`config.mk`:
```
export PLATFORM = sky130hd
export DESIGN_NAME = rr_mux_reg
export DESIGN_NICKNAME = d
export VERILOG_FILES = /design/src/rtl/rr_mux_reg.sv
export SDC_FILE = /design/constraint.sdc
export NUM_CORES = 1
export LEC_CHECK = 0
export BUFFER_PORTS_ARGS = -buffer_cell sky130_fd_sc_hd__buf_4
export CELL_PAD_IN_SITES_DETAIL_PLACEMENT = 0
export CELL_PAD_IN_SITES_GLOBAL_PLACEMENT = 1
export CORE_AREA = 2 2 230 232
export DETAILED_ROUTE_END_ITERATION = 8
export DIE_AREA = 0 0 232 234
export PLACE_DENSITY_LB_ADDON = 0.1
export SLEW_MARGIN = 20
export SYNTH_ARGS = -nofsm -noshare
export SYNTH_HDL_FRONTEND = slang
export SYNTH_SLANG_ARGS = --single-unit
export TNS_END_PERCENT = 1
```
`constraint.sdc`:
```
create_clock -name clk -period 7.6 [get_ports clk]
set_input_delay 1.14 -clock clk [delete_from_list [all_inputs] [get_ports clk]]
set_output_delay 1.14 -clock clk [all_outputs]
set_load 0.03 [all_outputs]
```
`src/rtl/rr_mux_reg.sv`:
```
`default_nettype none
// ============================================================================
// Module   : rr_mux_reg
// Brief    : N-channel valid/ready input mux with round-robin arbitration
//            (or forced channel select) feeding a single registered output.
// Revision : 1.0 - initial parametrised release
// ============================================================================
module rr_mux_reg #(
  parameter  int width  = 32,
  parameter  int num_in = 16,
  localparam int sel_w  = $clog2(num_in)
) (
  input  logic                    clk,
  input  logic                    reset,
  input  logic [num_in-1:0]       in_valid,
  input  logic [num_in*width-1:0] in_data,
  output logic [num_in-1:0]       in_ready,
  input  logic                    force_en,
  input  logic [sel_w-1:0]        force_sel,
  output logic                    out_valid,
  output logic [width-1:0]        out_data,
  output logic [sel_w-1:0]        out_sel,
  input  logic                    out_ready
);

  // Round-robin pointer: first channel examined by the search.
  logic [sel_w-1:0] ptr;

  logic             grant_valid;
  logic [sel_w-1:0] grant;
  logic             load_ok;
  logic             accept;
  int               idx;

  // Output register may take a new beat when empty or draining this cycle.
  assign load_ok = ~out_valid | out_ready;

  // Grant selection: forced channel, or first valid channel from ptr upward.
  always_comb begin
    grant_valid = 1'b0;
    grant       = '0;
    idx         = 0;
    if (force_en) begin
      // Loop compare keeps out-of-range force_sel values from ever matching.
      for (int i = 0; i < num_in; i++) begin
        if (force_sel == sel_w'(i) && in_valid[i]) begin
          grant_valid = 1'b1;
          grant       = sel_w'(i);
        end
      end
    end else begin
      for (int k = 0; k < num_in; k++) begin
        idx = int'(ptr) + k;
        if (idx >= num_in) idx = idx - num_in;
        if (!grant_valid && in_valid[idx]) begin
          grant_valid = 1'b1;
          grant       = idx[sel_w-1:0];
        end
      end
    end
  end

  // One-hot ready toward the granted channel, suppressed during reset.
  generate
    for (genvar i = 0; i < num_in; i++) begin : g_ready
      assign in_ready[i] = grant_valid & (grant == sel_w'(i)) & load_ok & ~reset;
    end
  endgenerate

  assign accept = |in_ready;

  // Output register and round-robin pointer update.
  always_ff @(posedge clk) begin
    if (reset) begin
      out_valid <= 1'b0;
      out_data  <= '0;
      out_sel   <= '0;
      ptr       <= '0;
    end else begin
      if (accept) begin
        out_valid <= 1'b1;
        out_data  <= in_data[int'(grant)*width +: width];
        out_sel   <= grant;
      end else if (out_ready) begin
        out_valid <= 1'b0;
      end
      // Explicit wrap so non-power-of-two channel counts cycle correctly.
      if (accept && !force_en) begin
        ptr <= (grant == sel_w'(num_in-1)) ? '0 : grant + sel_w'(1);
      end
    end
  end

endmodule
`default_nettype wire
```
==> summary.md, run 1 <==
| Metric | Value |
|---|---|
| Clk slew on worst S/H paths | 0.07 ns |
| Footprint of the multi-input gates | 7640 µm² |
| Post-synthesis instance area | approximately 9100 µm² |
| Fmax | 0.143 GHz |
| Crit path capture type | primary output |
| Worst-margin pin slew | 0.955 ns |
| Final number of hold-violating endpoints | 0 |
| Ratio of total power to cell area | 167 nW/µm² |
| Share of layout cells above drive strength 1 | between 40% and 50% |
| Worst reg2reg path startpoint | ptr[1] |
| Via density | roughly 4.7 |
| GRT Util Overall | between 20% and 30% |
| Post-layout instance area | 14,200 µm² |
| FF+latch count, synth | between 40 and 50 |
| Effective utilization at floorplan | 17.4% |
| Number of pins exceeding their max-slew limit in the final report | 0 |
| Fin crit share | 92.3% |
| TritonCTS clock tree | built |
| Global routing met1 resource utilization | 23.7% |
| # H-tree levels | 2 |
| Die span in y | 234 µm |
| Number of endpoints failing setup at the final stage | 0 |
| Peak ir drop on the vdd network | 0.0999 mV |
| Largest driver fanout on the critical path | 21 |
| Maximum number of buffers from clock root to sink | 2 |
| Post-Place Cell Area | 14,000 µm² |
| Average wire per cell in the routed design | 25.7 µm |
| Critical path startpoint category | flip-flop |
| CTS sink count | approximately 40 |
| Distinct cell type count of the synthesized netlist | 82 |
| Required time reported for the critical path endpoint | approximately 6.5 ns |
| Detailed Place HPWL | approximately 50 mm |
| FF+latch area | 821 µm² |
| Routed via count | 10,700 |
| Port Buffers | 588 |
| Number of CTS-inserted buffers | 5 |
| WHS Path Cells | 2 |
| Fillers | 5,770 |
| Cell row count | 84 |
| Number of nets still failing antenna checks after routing | 0 |
| Wirelength, routed | around 59 mm |
| Area growth from synthesis to final layout | 56.5% |
| Capture point of the worst reg-to-reg path | out_data[9] |
| Post-route setup TNS | 0 ns |
| Share of synthesized area occupied by flip-flops and latches | 9.06% |
| Arrival time of the worst setup path | 5.88 ns |
| Number of cell instances on the worst register-to-register path | 16 |
| Placer's final routability congestion estimate | 0.831 |
| Async set-or-reset flop fraction in the synthesized netlist | 0% |
| Clock period minus final worst setup slack | between 7 and 8 ns |
| Global routing met3 resource utilization | under 10% |
| Boundary Pins | 589 |
| Total congestion overflow | 0 |
| Syn Nets | 1,604 |
| Hold WC Path Type | reg -> reg |
| Clk root buf | clkbuf_16 |
| Setup repair after global routing missed its margin | false |
| First-pass GRT wire length | around 79 mm |
| Full die area | 54,300 µm² |
| Leak | 6.25 nW |
| Die width | 232 µm |
| Remaining DRCs | 0 |
| Number of synthesized flops with an enable pin | 0 |
| Average cell area after synthesis | 8.57 µm² |
| Post-route core utilization | 27.3% |
| Maximum capacitance violations | 0 |
| Result of the run | finished, final reports clean |
| Top flip-flop cell by instance count after synthesis | dfxtp_1 |
| Area of the core region | 52,000 µm² |
| Peak-usage layer in the global routing report | met2 |
| Post-Route Skew | 0.00246 ns |
| Kind of critical path | reg -> out |
| Relative max-transition margin | 36.4% |
| Largest net degree at the start of global routing | 122 |
| Count of hold buffers inserted by post-cts repair | 0 |
| Insertion delay of the later-clocked pin in the worst-skew pair | 0.30 ns |
| Number of antenna violations at the first check in global routing | 5 |
| Post-CTS resize count | 0 |
| Number of setup buffers added after CTS | 0 |
| Vias in the first global route | between 10,000 and 15,000 |
| Count of synthesis-stage warnings from yosys | 0 |
| GR Util met2 | between 30 and 40% |
| Initial DRT Pass Iterations | 5 |
| Post-Synthesis Cells | about 1,100 |
| Beginning of the critical path | ptr[1] |
| Iter 0 DRT Violations | 497 |
| Post-layout nets | 2,127 |
| Post-route total power | 2.37 mW |
| R2R Setup Slk | between 0.7 and 0.8 ns |
| Worst setup path endpoint | in_ready[7] |
## how the worst min path moves through the flow
stage	end	slack [ns]	startpoint
finish	out_sel[1]	0.50	out_sel[1]
detailed placement	out_sel[1]	0.49	out_sel[1]
floorplan	out_data[8]	0.62	out_data[8]
global placement	out_sel[0]	0.48	out_sel[0]
global route	out_data[18]	0.52	out_data[18]
CTS	out_data[18]	0.50	out_data[18]
## routing by layer
layer  vias to the layer above  share of wire (%)
li1                       5177                  -
met1                      5137                 39
met2                       350                 56
met3                        25                4.2
met4                         2                1.2
met5                         -              0.022
## flip-flops by register name, indices dropped and copies added, names as in the netlist
signal,cells
out_data,32
out_sel,4
ptr,4
out_valid,1
## cells in the mapped netlist (5+ instances only)
master    count  area, µm²
a21oi_1      21        105
a22oi_1      17        128
a311oi_1     33        289
a31oi_1       8       50.1
a32oi_1      20        175
and2_1        6       37.5
buf_1         7       26.3
buf_2        28        140
buf_4        20        150
buf_6        12        135
clkbuf_1     32        120
dfxtp_1      41        821
ha_1         11        138
inv_1        13       48.8
mux2_1        8       90.1
mux2_2       43        484
mux2i_1     251       2510
mux4_2       46       1040
nand2_1     119        447
nand2b_1      5       31.3
nand3_1      37        185
nor2_1       71        267
nor2b_1      14       87.6
nor3_1       24        120
nor4_1        5       31.3
o21ai_0      15       75.1
o21ai_1      15       75.1
o221a_1      29        327
xnor2_1       7       61.3
xor2_1        5       43.8
## cells by family after synthesis
logic type / count (synthesis) / share of synthesized area [%]
mux: 349 / 45.7
simple gates: 315 / 16.3
compound gates: 212 / 19.0
buf+inv: 115 / 6.97
flops: 41 / 9.06
xor+xnor: 14 / 1.52
fa+ha+maj: 11 / 1.52
## metrics by stage
step,hold WS (ns),setup slack [ns],std cells
final,0.497,0.585,2273
after global routing,0.523,0.330,2273
after CTS,0.502,0.694,2269
after detailed placement,0.487,0.913,2261
after global placement,0.476,0.799,2261
after floorplan,0.617,0.462,1057
## critical path: stages, from the launching register on
cell and delay (ns):
dfxtp_1 0.33, inv_1 0.14, ha_1 0.94, mux2_2 0.44, mux2_2 0.30, mux4_2 0.63
nand2b_1 0.22, nor2_1 0.22, nand3_1 0.22, o311ai_1 0.71, o221ai_4 0.30, inv_4 0.21
ha_1 0.29, nand2_1 0.18, nor3_1 0.22, buf_4 0.20
## where the power goes
part,switching [mW],internal [mW],leakage (nW)
Clock,0.106,0.121,0.0696
Combinational,1.05,0.803,5.85
Sequential,0.0315,0.253,0.337
Total,1.19,1.18,6.25
## placed cells by master (no fill, tap or decap), types with 17 or more instances in the layout
cell,n
nor3_1,24
nor2_1,71
mux2i_1,251
dfxtp_1,41
a311oi_1,33
nand3_1,37
mux2_2,43
a21oi_1,21
mux4_2,46
nand2_1,118
o221a_1,29
a22oi_1,17
buf_4,613
a32oi_1,20
## cell type report
class / count / area share, %
diodes: 4 / 0.0706
inverters: 16 / 0.441
multi-input cells: 901 / 53.9
repair buffers: 615 / 32.7
flip-flops and latches: 41 / 5.79
well taps: 688 / 6.07
clock inverters: 3 / 0.124
clock buffers: 5 / 0.882
No activity file was read; power rests on OpenSTA's default activity.
==> inputs of run 2 (changes only) <==
Settings changed: GPL_TIMING_DRIVEN set to 0.
==> run 2 against run 1 <==
Register-to-register slack got worse by 0.14 ns. Fmax fell by 3.6%. Clock skew grew 0.012 ns. Sequential share of layout area fell by 0.18 points. Die area stayed put. Final area is 3.2% higher. Non-clock buffer count grew 72. Utilization grew 0.86 points. Combinational power grew 8%.
==> summary.md, run 2 (synthesis results as in run 1) <==
| Metric | Value |
|---|---|
| Via density | around 4.8 |
| Critical path startpoint category | flip-flop |
| Number of CTS-inserted buffers | 5 |
| Post-Place Cell Area | 14,300 µm² |
| Kind of cell adding the most delay to the critical path | buffers and inverters |
| Capture point of the worst reg-to-reg path | out_data[14] |
| Detailed Place HPWL | 57.2 mm |
| Die span in y | 234 µm |
| CTS sink count | 41 |
| Clk root buf | clkbuf_16 |
| Clk slew on worst S/H paths | 0.08 ns |
| Largest driver fanout on the critical path | 19 |
| Fin crit share | a little over nine tenths |
| Remaining DRCs | 0 |
| Relative max-transition margin | 42.0% |
| Post-placement setup slack | -1.90 ns |
| Crit path capture type | primary output |
| Cell repeated most along the worst path | buf_4 |
| Peak ir drop on the vdd network | 0.0814 mV |
| Leak | around 6.5 nW |
| Total congestion overflow | 0 |
| Average wire per cell in the routed design | 28.1 µm |
| Largest registers ranked by flip-flop count | out_data (32), out_sel (4), ptr (4) |
| Largest reg by FF count | out_data |
| Post-layout nets | 2,199 |
| First-pass GRT wire length | 87.7 mm |
| Worst reg2reg path startpoint | ptr[1] |
| Post-layout instance area | 14,600 µm² |
| Slowest stage cell on the critical path | dfxtp_1 |
| Required time reported for the critical path endpoint | 6.46 ns |
| GRT Util Overall | 23.0% |
| Maximum single-stage delay on the critical path | 0.40 ns |
| Number of antenna violations at the first check in global routing | 7 |
| Arrival time of the worst setup path | 6.14 ns |
| Fmax | between 0.1 and 0.15 GHz |
| Most frequent standard cell in the layout excluding fill and tap cells | buf_4 |
| Worst-path cell chain | buf_2 > buf_8 > clkinvlp_4 > ha_1 > buf_2 > buf_4 > buf_4 > mux4_2 > mux2_2 > mux2_4 > nor4_4 > buf_4 > nand4_4 > nand2b_1 > a221oi_2 > a21oi_4 > buf_6 > buf_6 > buf_6 > inv_1 > ha_1 > nand2_1 > nor3_1 > buf_4 |
| Number of cell instances on the worst register-to-register path | 25 |
| Full die area | 54,300 µm² |
| Area of the core region | 52,000 µm² |
| Post-route setup TNS | 0 ns |
| R2R Setup Slk | 0.62 ns |
| Boundary Pins | between 500 and 600 |
| Number of nets still failing antenna checks after routing | 0 |
| Share of layout cells above drive strength 1 | 47.2% |
| Number of endpoints failing setup at the final stage | 0 |
| Die width | 232 µm |
| Post-route total power | 2.55 mW |
| Area growth from synthesis to final layout | 61.4% |
| Final number of hold-violating endpoints | 0 |
| Ratio of total power to cell area | 175 nW/µm² |
| Number of pins exceeding their max-slew limit in the final report | 0 |
| Post-Route Skew | 0.0141 ns |
| Count of hold buffers inserted by post-cts repair | 0 |
| Initial DRT Pass Iterations | 5 |
| Largest net degree at the start of global routing | 21 |
| Kind of critical path | reg -> out |
| Beginning of the critical path | ptr[1] |
| Worst setup path endpoint | in_ready[4] |
| Hold WC Path Type | reg -> reg |
| Effective utilization at floorplan | 17.4% |
| Footprint of the multi-input gates | about 7700 µm² |
| Placer's final routability congestion estimate | 0.862 |
| Wirelength, routed | 66.0 mm |
| Worst-margin pin slew | 0.863 ns |
| Flip-flop count of the largest register after layout | 32 |
| Insertion delay of the later-clocked pin in the worst-skew pair | between 0.3 and 0.4 ns |
| Vias in the first global route | between 10,000 and 15,000 |
| Setup repair after global routing missed its margin | true |
| # H-tree levels | 2 |
| Cell row count | 84 |
| Crit path buffers/inverters | 12 |
| Clock period minus final worst setup slack | 7.28 ns |
| Leading cell types in the layout, fill and taps excluded | buf_4, mux2i_1, nand2_1 |
| Port Buffers | 585 |
| FF+latch area | 821 µm² |
| Fillers | roughly 5,800 |
| TritonCTS clock tree | built |
| Crit path depth | 24 |
| Routed via count | approximately 11,000 |
| Iter 0 DRT Violations | between 500 and 600 |
| Maximum capacitance violations | 0 |
| Result of the run | finished, final reports clean |
| Maximum number of buffers from clock root to sink | 2 |
| Worst Slack Setup Final | about 0.32 ns |
[run 2: what timing repair did]
action,4_1_cts,5_1_grt
setup endpoints to repair,57,31
pin swaps,1,2
buffers inserted,1,4
resized for setup,16,12
[run 2: power breakdown]
| part | switching (mW) | internal (mW) | leakage, nW | total [mW] |
|---|---|---|---|---|
| registers | 0.0269 | 0.253 | 0.337 | 0.280 |
| logic | 1.16 | 0.847 | 6.08 | 2.00 |
| clock network | 0.114 | 0.156 | 0.0800 | 0.270 |
| total | 1.30 | 1.26 | 6.50 | 2.55 |
[run 2: metrics by stage]
step	instances	util, %	hold slack (ns)
floorplan	1057	-	0.617
global placement	2330	27.5	0.476
detailed placement	2330	27.5	0.483
CTS	2337	27.9	0.503
global route	2345	28.1	0.522
finish	2346	28.1	0.499
[run 2: area by class of cell]
type / count / area share, %
Timing Repair Buffer: 590 / 30.3
Sequential cell: 41 / 5.61
Clock buffer: 5 / 0.856
Antenna cell: 5 / 0.0856
Multi-Input combinational cell: 901 / 52.5
Inverter: 16 / 0.436
Tap cell: 688 / 5.89
Clock inverter: 3 / 0.317
Buffer: 97 / 4.07
[run 2: worst min path at each step]
stage	start	slack [ns]	end	cells past startpoint
2_1_floorplan	out_data[8]	0.62	out_data[8]	2
3_3_place_gp	out_sel[0]	0.48	out_sel[0]	2
3_5_place_dp	out_sel[0]	0.48	out_sel[0]	2
4_1_cts	out_sel[0]	0.50	out_sel[0]	2
5_1_grt	out_sel[0]	0.52	out_sel[0]	2
6_report	out_sel[0]	0.50	out_sel[0]	2
[run 2: worst reg2reg max path: stages (launching register included)]
cell and delay [ns]:
dfxtp_1 0.40, buf_2 0.24, buf_8 0.24, clkinvlp_4 0.21
ha_1 0.31, buf_2 0.22, buf_4 0.25, buf_4 0.24
mux4_2 0.34, mux2_2 0.34, mux2_4 0.34, nor4_4 0.21
buf_4 0.19, nand4_4 0.15, nand2b_1 0.28, a221oi_2 0.38
a21oi_4 0.12, buf_6 0.19, buf_6 0.17, buf_6 0.19
ha_1 0.28, o41a_1 0.44, clkbuf_1 0.21, clkbuf_1 0.35
o221a_1 0.29, a311oi_1 0.30
[run 2: layer usage]
layer,part of all wire (%),vias to the layer above,GRT usage [%],routed length (µm)
met3,5.1,42,3.88,3350
li1,-,5320,-,-
met5,0.053,-,0,35
met2,55,393,44.3,36000
met4,1.8,6,5.19,1210
met1,39,5533,26.1,25400
